--- src/rtl/diff_clk_monitor_pkg.sv ---
// diff_clk_monitor_pkg
//   Shared constants for the differential clock monitor: lock FSM state
//   encoding, counter widths and a saturating increment helper.
//   Imported by diff_pair_sync and diff_clk_monitor.
package diff_clk_monitor_pkg;

  // Lock FSM state encoding (also the value driven on the state port).
  localparam logic [1:0] ST_LOST    = 2'b00;
  localparam logic [1:0] ST_ACQUIRE = 2'b01;
  localparam logic [1:0] ST_LOCKED  = 2'b10;

  localparam int EDGE_W  = 16;
  localparam int FAULT_W = 8;

  // Add one when inc is set, holding at all-ones instead of wrapping.
  function automatic logic [EDGE_W-1:0] sat_inc(input logic [EDGE_W-1:0] value,
                                                input logic              inc);
    return (inc && (value != {EDGE_W{1'b1}})) ? value + 1'b1 : value;
  endfunction

endpackage

--- src/rtl/diff_pair_sync.sv ---
// diff_pair_sync
//   Brings an asynchronous differential pair into the clk domain and decodes it.
//   Each leg has a 2-flop synchronizer (true leg resets to 0, complement to 1,
//   so the reset pair decodes as a valid 0). A valid pair (1,0)/(0,1) loads the
//   held value; an invalid pair (0,0)/(1,1) keeps it.
// Ports:
//   clk, reset      system clock, asynchronous active-high reset
//   diff_p, diff_n  differential legs, asynchronous to clk
//   held            registered decoded value (3 clk after a pin change)
//   toggle          combinational: held changes at the next clk edge
//   invalid         combinational: current synchronized pair is invalid
module diff_pair_sync
  import diff_clk_monitor_pkg::*;
(
  input  logic clk,
  input  logic reset,
  input  logic diff_p,
  input  logic diff_n,
  output logic held,
  output logic toggle,
  output logic invalid
);

  logic p_meta;
  logic p_sync;
  logic n_meta;
  logic n_sync;
  logic held_next;

  always_ff @(posedge clk or posedge reset) begin
    if (reset) begin
      p_meta <= 1'b0;
      p_sync <= 1'b0;
      n_meta <= 1'b1;
      n_sync <= 1'b1;
      held   <= 1'b0;
    end else begin
      p_meta <= diff_p;
      p_sync <= p_meta;
      n_meta <= diff_n;
      n_sync <= n_meta;
      held   <= held_next;
    end
  end

  // toggle and invalid describe the sample being absorbed on the coming edge,
  // so the window logic can count it in the same cycle it takes effect.
  always_comb begin
    invalid   = (p_sync == n_sync);
    held_next = invalid ? held : p_sync;
    toggle    = (held_next != held);
  end

endmodule

--- src/rtl/diff_clk_monitor.sv ---
// diff_clk_monitor
//   Supervises a differential clock/strobe pair: decodes it in the clk domain,
//   counts held-value transitions and invalid samples over fixed windows, and
//   runs a LOST/ACQUIRE/LOCKED state machine evaluated once per window.
//   Optional macro DIFF_CLK_MONITOR_IRQ_EN adds a lock-change interrupt.
// Ports:
//   clk, reset      system clock, asynchronous active-high reset
//   diff_p, diff_n  differential legs (asynchronous)
//   clear           one-cycle pulse, zeroes fault_count (wins over increment)
//   sampled         held decoded value
//   locked          high while in LOCKED
//   state           FSM state: 00 LOST, 01 ACQUIRE, 10 LOCKED
//   edge_count      transitions in the last completed window
//   fault_count     bad windows seen in ACQUIRE/LOCKED, saturating at 255
//   window_done     one-cycle pulse after each window end
//   interrupt       (IRQ_EN) lock-change request, held until acknowledged
//   interrupt_ack   (IRQ_EN) acknowledge; interrupt drops the following cycle
module diff_clk_monitor
  import diff_clk_monitor_pkg::*;
#(
  parameter int WINDOW_CYCLES = 256,
  parameter int MIN_EDGES     = 4,
  parameter int MAX_EDGES     = 128,
  parameter int INVALID_MAX   = 2,
  parameter int LOCK_WINDOWS  = 4
) (
  input  logic               clk,
  input  logic               reset,
  input  logic               diff_p,
  input  logic               diff_n,
  input  logic               clear,
  output logic               sampled,
  output logic               locked,
  output logic [1:0]         state,
  output logic [EDGE_W-1:0]  edge_count,
  output logic [FAULT_W-1:0] fault_count,
  output logic               window_done
`ifdef DIFF_CLK_MONITOR_IRQ_EN
  ,
  output logic               interrupt,
  input  logic               interrupt_ack
`endif
);

  localparam int WIN_W = $clog2(WINDOW_CYCLES);
  localparam logic [EDGE_W-1:0] MIN_E  = EDGE_W'(MIN_EDGES);
  localparam logic [EDGE_W-1:0] MAX_E  = EDGE_W'(MAX_EDGES);
  localparam logic [EDGE_W-1:0] INV_E  = EDGE_W'(INVALID_MAX);
  localparam logic [EDGE_W-1:0] LOCK_E = EDGE_W'(LOCK_WINDOWS);

  logic              toggle;
  logic              invalid;
  logic [WIN_W-1:0]  win_cnt;
  logic              wrap;
  logic [EDGE_W-1:0] trans_cnt;
  logic [EDGE_W-1:0] inv_cnt;
  logic [EDGE_W-1:0] trans_total;
  logic [EDGE_W-1:0] inv_total;
  logic              good;
  logic [EDGE_W-1:0] good_run;
  logic [EDGE_W-1:0] next_run;
  logic [1:0]        next_state;
  logic              fault_inc;

  diff_pair_sync u_sync (
    .clk     (clk),
    .reset   (reset),
    .diff_p  (diff_p),
    .diff_n  (diff_n),
    .held    (sampled),
    .toggle  (toggle),
    .invalid (invalid)
  );

  // WINDOW_CYCLES is a power of two, so the window ends when win_cnt is all ones
  // and the counter wraps to 0 by itself.
  assign wrap        = &win_cnt;
  assign trans_total = sat_inc(trans_cnt, toggle);
  assign inv_total   = sat_inc(inv_cnt, invalid);
  assign good        = (trans_total >= MIN_E) && (trans_total <= MAX_E) &&
                       (inv_total <= INV_E);

  // Lock FSM. good_run counts good windows since leaving LOST; LOCKED is taken
  // on the first good window once good_run already equals LOCK_WINDOWS, so
  // ACQUIRE always lasts at least one window.
  always_comb begin
    next_state = state;
    next_run   = good_run;
    fault_inc  = 1'b0;
    if (wrap) begin
      case (state)
        ST_LOST: begin
          if (good) begin
            next_state = ST_ACQUIRE;
            next_run   = EDGE_W'(1);
          end
        end
        ST_ACQUIRE: begin
          if (good) begin
            if (good_run >= LOCK_E) next_state = ST_LOCKED;
            else                    next_run   = good_run + 1'b1;
          end else begin
            next_state = ST_LOST;
            next_run   = '0;
            fault_inc  = 1'b1;
          end
        end
        ST_LOCKED: begin
          if (!good) begin
            next_state = ST_LOST;
            next_run   = '0;
            fault_inc  = 1'b1;
          end
        end
        default: begin
          next_state = ST_LOST;
          next_run   = '0;
        end
      endcase
    end
  end

  always_ff @(posedge clk or posedge reset) begin
    if (reset) begin
      win_cnt     <= '0;
      trans_cnt   <= '0;
      inv_cnt     <= '0;
      edge_count  <= '0;
      window_done <= 1'b0;
      state       <= ST_LOST;
      good_run    <= '0;
      locked      <= 1'b0;
      fault_count <= '0;
    end else begin
      win_cnt     <= win_cnt + 1'b1;
      window_done <= wrap;
      state       <= next_state;
      good_run    <= next_run;
      locked      <= (next_state == ST_LOCKED);
      // An event in the wrap cycle is reported in the closing window and also
      // seeds the next one.
      if (wrap) begin
        edge_count <= trans_total;
        trans_cnt  <= EDGE_W'(toggle);
        inv_cnt    <= EDGE_W'(invalid);
      end else begin
        trans_cnt  <= trans_total;
        inv_cnt    <= inv_total;
      end
      if (clear)
        fault_count <= '0;
      else if (fault_inc && (fault_count != {FAULT_W{1'b1}}))
        fault_count <= fault_count + 1'b1;
    end
  end

`ifdef DIFF_CLK_MONITOR_IRQ_EN
  // Request/acknowledge: interrupt is raised on any entry to or exit from
  // LOCKED and holds until a cycle with interrupt_ack high; it is low on the
  // following cycle unless a new lock change lands in that same ack cycle.
  logic lock_event;

  assign lock_event = (state == ST_LOCKED) != (next_state == ST_LOCKED);

  always_ff @(posedge clk or posedge reset) begin
    if (reset)              interrupt <= 1'b0;
    else if (lock_event)    interrupt <= 1'b1;
    else if (interrupt_ack) interrupt <= 1'b0;
  end
`endif

endmodule
--- config.mk ---
export PLATFORM = sky130hd
export DESIGN_NAME = diff_clk_monitor
export DESIGN_NICKNAME = d
export VERILOG_FILES = /design/src/rtl/diff_clk_monitor_pkg.sv /design/src/rtl/diff_pair_sync.sv /design/src/rtl/diff_clk_monitor.sv
export SDC_FILE = /design/constraint.sdc
export NUM_CORES = 1
export LEC_CHECK = 0
export BUFFER_PORTS_ARGS = -buffer_cell sky130_fd_sc_hd__buf_2
export CAP_MARGIN = 10
export CORE_MARGIN = 2
export CORE_UTILIZATION = 55
export DETAILED_ROUTE_END_ITERATION = 6
export HOLD_SLACK_MARGIN = 0.03
export MAX_ROUTING_LAYER = met4
export PLACE_DENSITY_LB_ADDON = 0.15
export SYNTH_ARGS = -nofsm -noshare
export SYNTH_HDL_FRONTEND = slang
export SYNTH_SLANG_ARGS = --single-unit
--- constraint.sdc ---
create_clock -name clk -period 6.24 [get_ports clk]
set_input_delay 0.624 -clock clk [delete_from_list [all_inputs] [get_ports clk]]
set_output_delay 0.624 -clock clk [all_outputs]
set_load 0.05 [all_outputs]
==> impl_metrics.ini <==
[run_status]
status = finished clean

[critical_path]
r2r_cells = 8
r2r_end = good_run[11]
worstSetupEndpointType = flip-flop
required_ns = 6.52
worstPathMaxFanout = 18
path_class = flip-flop to flip-flop
path_cells = and3b_1, nor2_1, o21ai_0, a211oi_1, nor4bb_1, o2111a_1, mux2i_1, and2_4
critPathTopFamily = simple AND/OR/NAND/NOR gates
arrival_ns = 4.38
worstSetupStartpointType = flip-flop
r2r_start = u_sync.p_sync
path_buf_inv = 0
slowest_stage = mux2i_1
max_stage_delay_ns = 0.85
reg2reg_slack_ns = 2.14

[cts]
clock_latency_ns = 0.36
numCtsBuffers = 9
post_cts.repair.setup_buffers = 0
cts-hold-fix-buffers = 0
cts_tree = yes
clk_pin_slew_worst_paths_ns = 0.10
clockBufferDepth = 2
h-tree-depth = 3
cts_resized = 0
cts_root_buffer = clkbuf_8
clock-sinks = 89

[finish]
layout_commonest_cell = dfrtp_1
area_growth_pct = 9.372
diodes = 0
nets = 520
drive_gt1_share_pct = 14.51
layout_common_cells = dfrtp_1, nor2_1, nand2_1

[die]
fp.coreArea_mm2 = 0.008217
dieArea_mm2 = 0.009224
io_pins = 34
initial_core_util_pct = 56.71
die_w_um = 96.04
die_y_um = 96.04
rows = 33

[synthesis]
synth_cell_type_count = 62
ys_seq_elements = 89
synthFlopType = dfrtp_1
syn_inst = 476
syn_area_mm2 = 0.004659
synth_nets = 491
avgSynthCellArea_um2 = 9.789
synth_top_area_share_pct = 46.72
yosysTopAreaCell = dfrtp_1
synthArstFlopShare_pct = 100.0
synth-warning-count = 0
ys_seq_area_share_pct = 47.85
synth.area.top_cells = dfrtp_1, nor2_1, xnor2_1
synth_edf_count = 0

[power]
p_sw_mw = 0.4380
p_int_mw = 0.9424
pwr-share-comb_pct = 20.1
ir_drop_mv = 0.1860
pwr-share-seq_pct = 49.6
power_frac_clock_pct = 30.3
p_leak_nw = 2.321
switching_share_pct = 31.73
p_per_area_mw_per_mm2 = 270.9

[drt]
dr.pass1.iters = 5
final_antenna_net_count = 0
drc_errors = 0
route.vias.total = 3632
drt-wirelength-per-cell_um = 15.99
drt-initial-drc-count = 185
finalWirelength_um = 9836
viasPerCell = 5.906

[sta]
rsz0062_at_grt = no
relSlewSlack_pct = 35.84
hold_viol_final = 0
slew_viol_final = 0
worstMarginPinSlew_ns = 0.9357
clock.fmax_ghz = 0.2441
skew_ns = 0.01607
setup_ws_ns = 2.143
min_period_ns = 4.097
post-route-period-util_pct = 65.66
tns_ns = 0
finalSetupViolCount = 0

[job]
cap_viol_max_count = 0

[global_routing]
grt_pass1_wl_um = 16840
grt_pass1_vias = 3424
grt_antenna_before_repair = 0
grt.total_usage_pct = 24.27
grt_max_degree = 90
grt.overflow.total = 0

[hold_path]
worstHoldPathType = primary input to async pin

[placed_design]
portBuffers = 33
hpwl_um = 6894
post-place-ws_ns = 2.218
place_congestion = 1.081
==> Yosys cell counts (8+ instances only) <==
cell type and n:
dfrtp_1 87, nor2_1 53, nand2_1 44, o21ai_0 30, nand3_1 23, xnor2_1 22, a21oi_1 14, inv_1 13
xor2_1 11, and2_4 10, ha_1 10, nand4_1 10, or4_1 10, and2_1 9, o31ai_1 9, and3_1 8
nor4_1 8
==> state kept, by name, summed over array words and instances (netlist names) <==
signal,cells
inv_cnt,16
fault_count,8
trans_cnt,16
u_sync.n_sync,1
win_cnt,8
state,2
good_run,16
u_sync.p_sync,1
u_sync.n_meta,1
window_done,1
locked,1
u_sync.held,1
u_sync.p_meta,1
edge_count,16
==> through the flow <==
step / hold WS, ns / power [mW] / utilization, % / std cells / cell area (um^2)
5_1_grt: 0.3399 / 1.464 / 62.02 / 615 / 5096
2_1_floorplan: 0.3312 / 0.9143 / - / 476 / 4659
3_3_place_gp: 0.3530 / 0.9564 / 59.11 / 598 / 4857
3_5_place_dp: 0.3469 / 0.9670 / 59.11 / 598 / 4857
4_1_cts: 0.3583 / 1.388 / 61.69 / 614 / 5069
6_report: 0.3343 / 1.380 / 62.02 / 615 / 5096
==> routing by layer <==
metal	vias to the layer above	GRT usage, %	part of all wire [%]
met5	-	-	0
met4	0	4.762	1.3
met3	14	6.578	5.0
met2	86	34.90	45
met1	1766	34.84	49
li1	1766	-	-
==> cell type report <==
cell class,instances,area (um^2)
clock buffer,11,151.4
clock inverter,5,60.06
fill,713,3120
inverter,14,53.80
multi-input combinational,354,2255
sequential,89,2230
tap,105,131.4
timing repair buffer,37,215.2
==> worst register-to-register path, stage by stage (launching register included) <==
cell and delay, ns:
dfrtp_1 0.47, and3b_1 0.26, nor2_1 0.45, o21ai_0 0.23, a211oi_1 0.37, nor4bb_1 0.48, o2111a_1 0.63, mux2i_1 0.86
and2_4 0.26
==> logic make-up after synthesis <==
| kind of cell | count (synthesis) | share of synthesized area, % |
|---|---|---|
| mux | 7 | 1.504 |
| buf+inv | 33 | 3.759 |
| compound gates | 88 | 12.67 |
| xor+xnor | 33 | 6.203 |
| simple gates | 215 | 25.11 |
| flops | 89 | 47.85 |
| fa+ha+maj | 11 | 2.900 |
==> how the worst max path moves through the flow <==
stage               slack (ns)           end  cells after the start          start
global route              1.84  good_run[11]                      8  u_sync.p_sync
floorplan                 3.12  good_run[10]                     13   trans_cnt[0]
CTS                       2.17  good_run[11]                      9   trans_cnt[0]
global placement          2.38  good_run[10]                      8  u_sync.p_sync
finish                    2.14  good_run[11]                      8  u_sync.p_sync
detailed placement        2.22  good_run[12]                      9   trans_cnt[0]
==> power groups by stage <==
| stage | Clock, mW | Combinational, mW | Sequential (mW) |
|---|---|---|---|
| 4_1_cts | 0.430 | 0.276 | 0.683 |
| 3_5_place_dp | 0 | 0.274 | 0.693 |
| 6_report | 0.419 | 0.278 | 0.684 |
| 2_1_floorplan | 0 | 0.246 | 0.668 |
| 3_3_place_gp | 0 | 0.265 | 0.691 |
| 5_1_grt | 0.457 | 0.314 | 0.692 |
(Power assumes the default switching activity.)
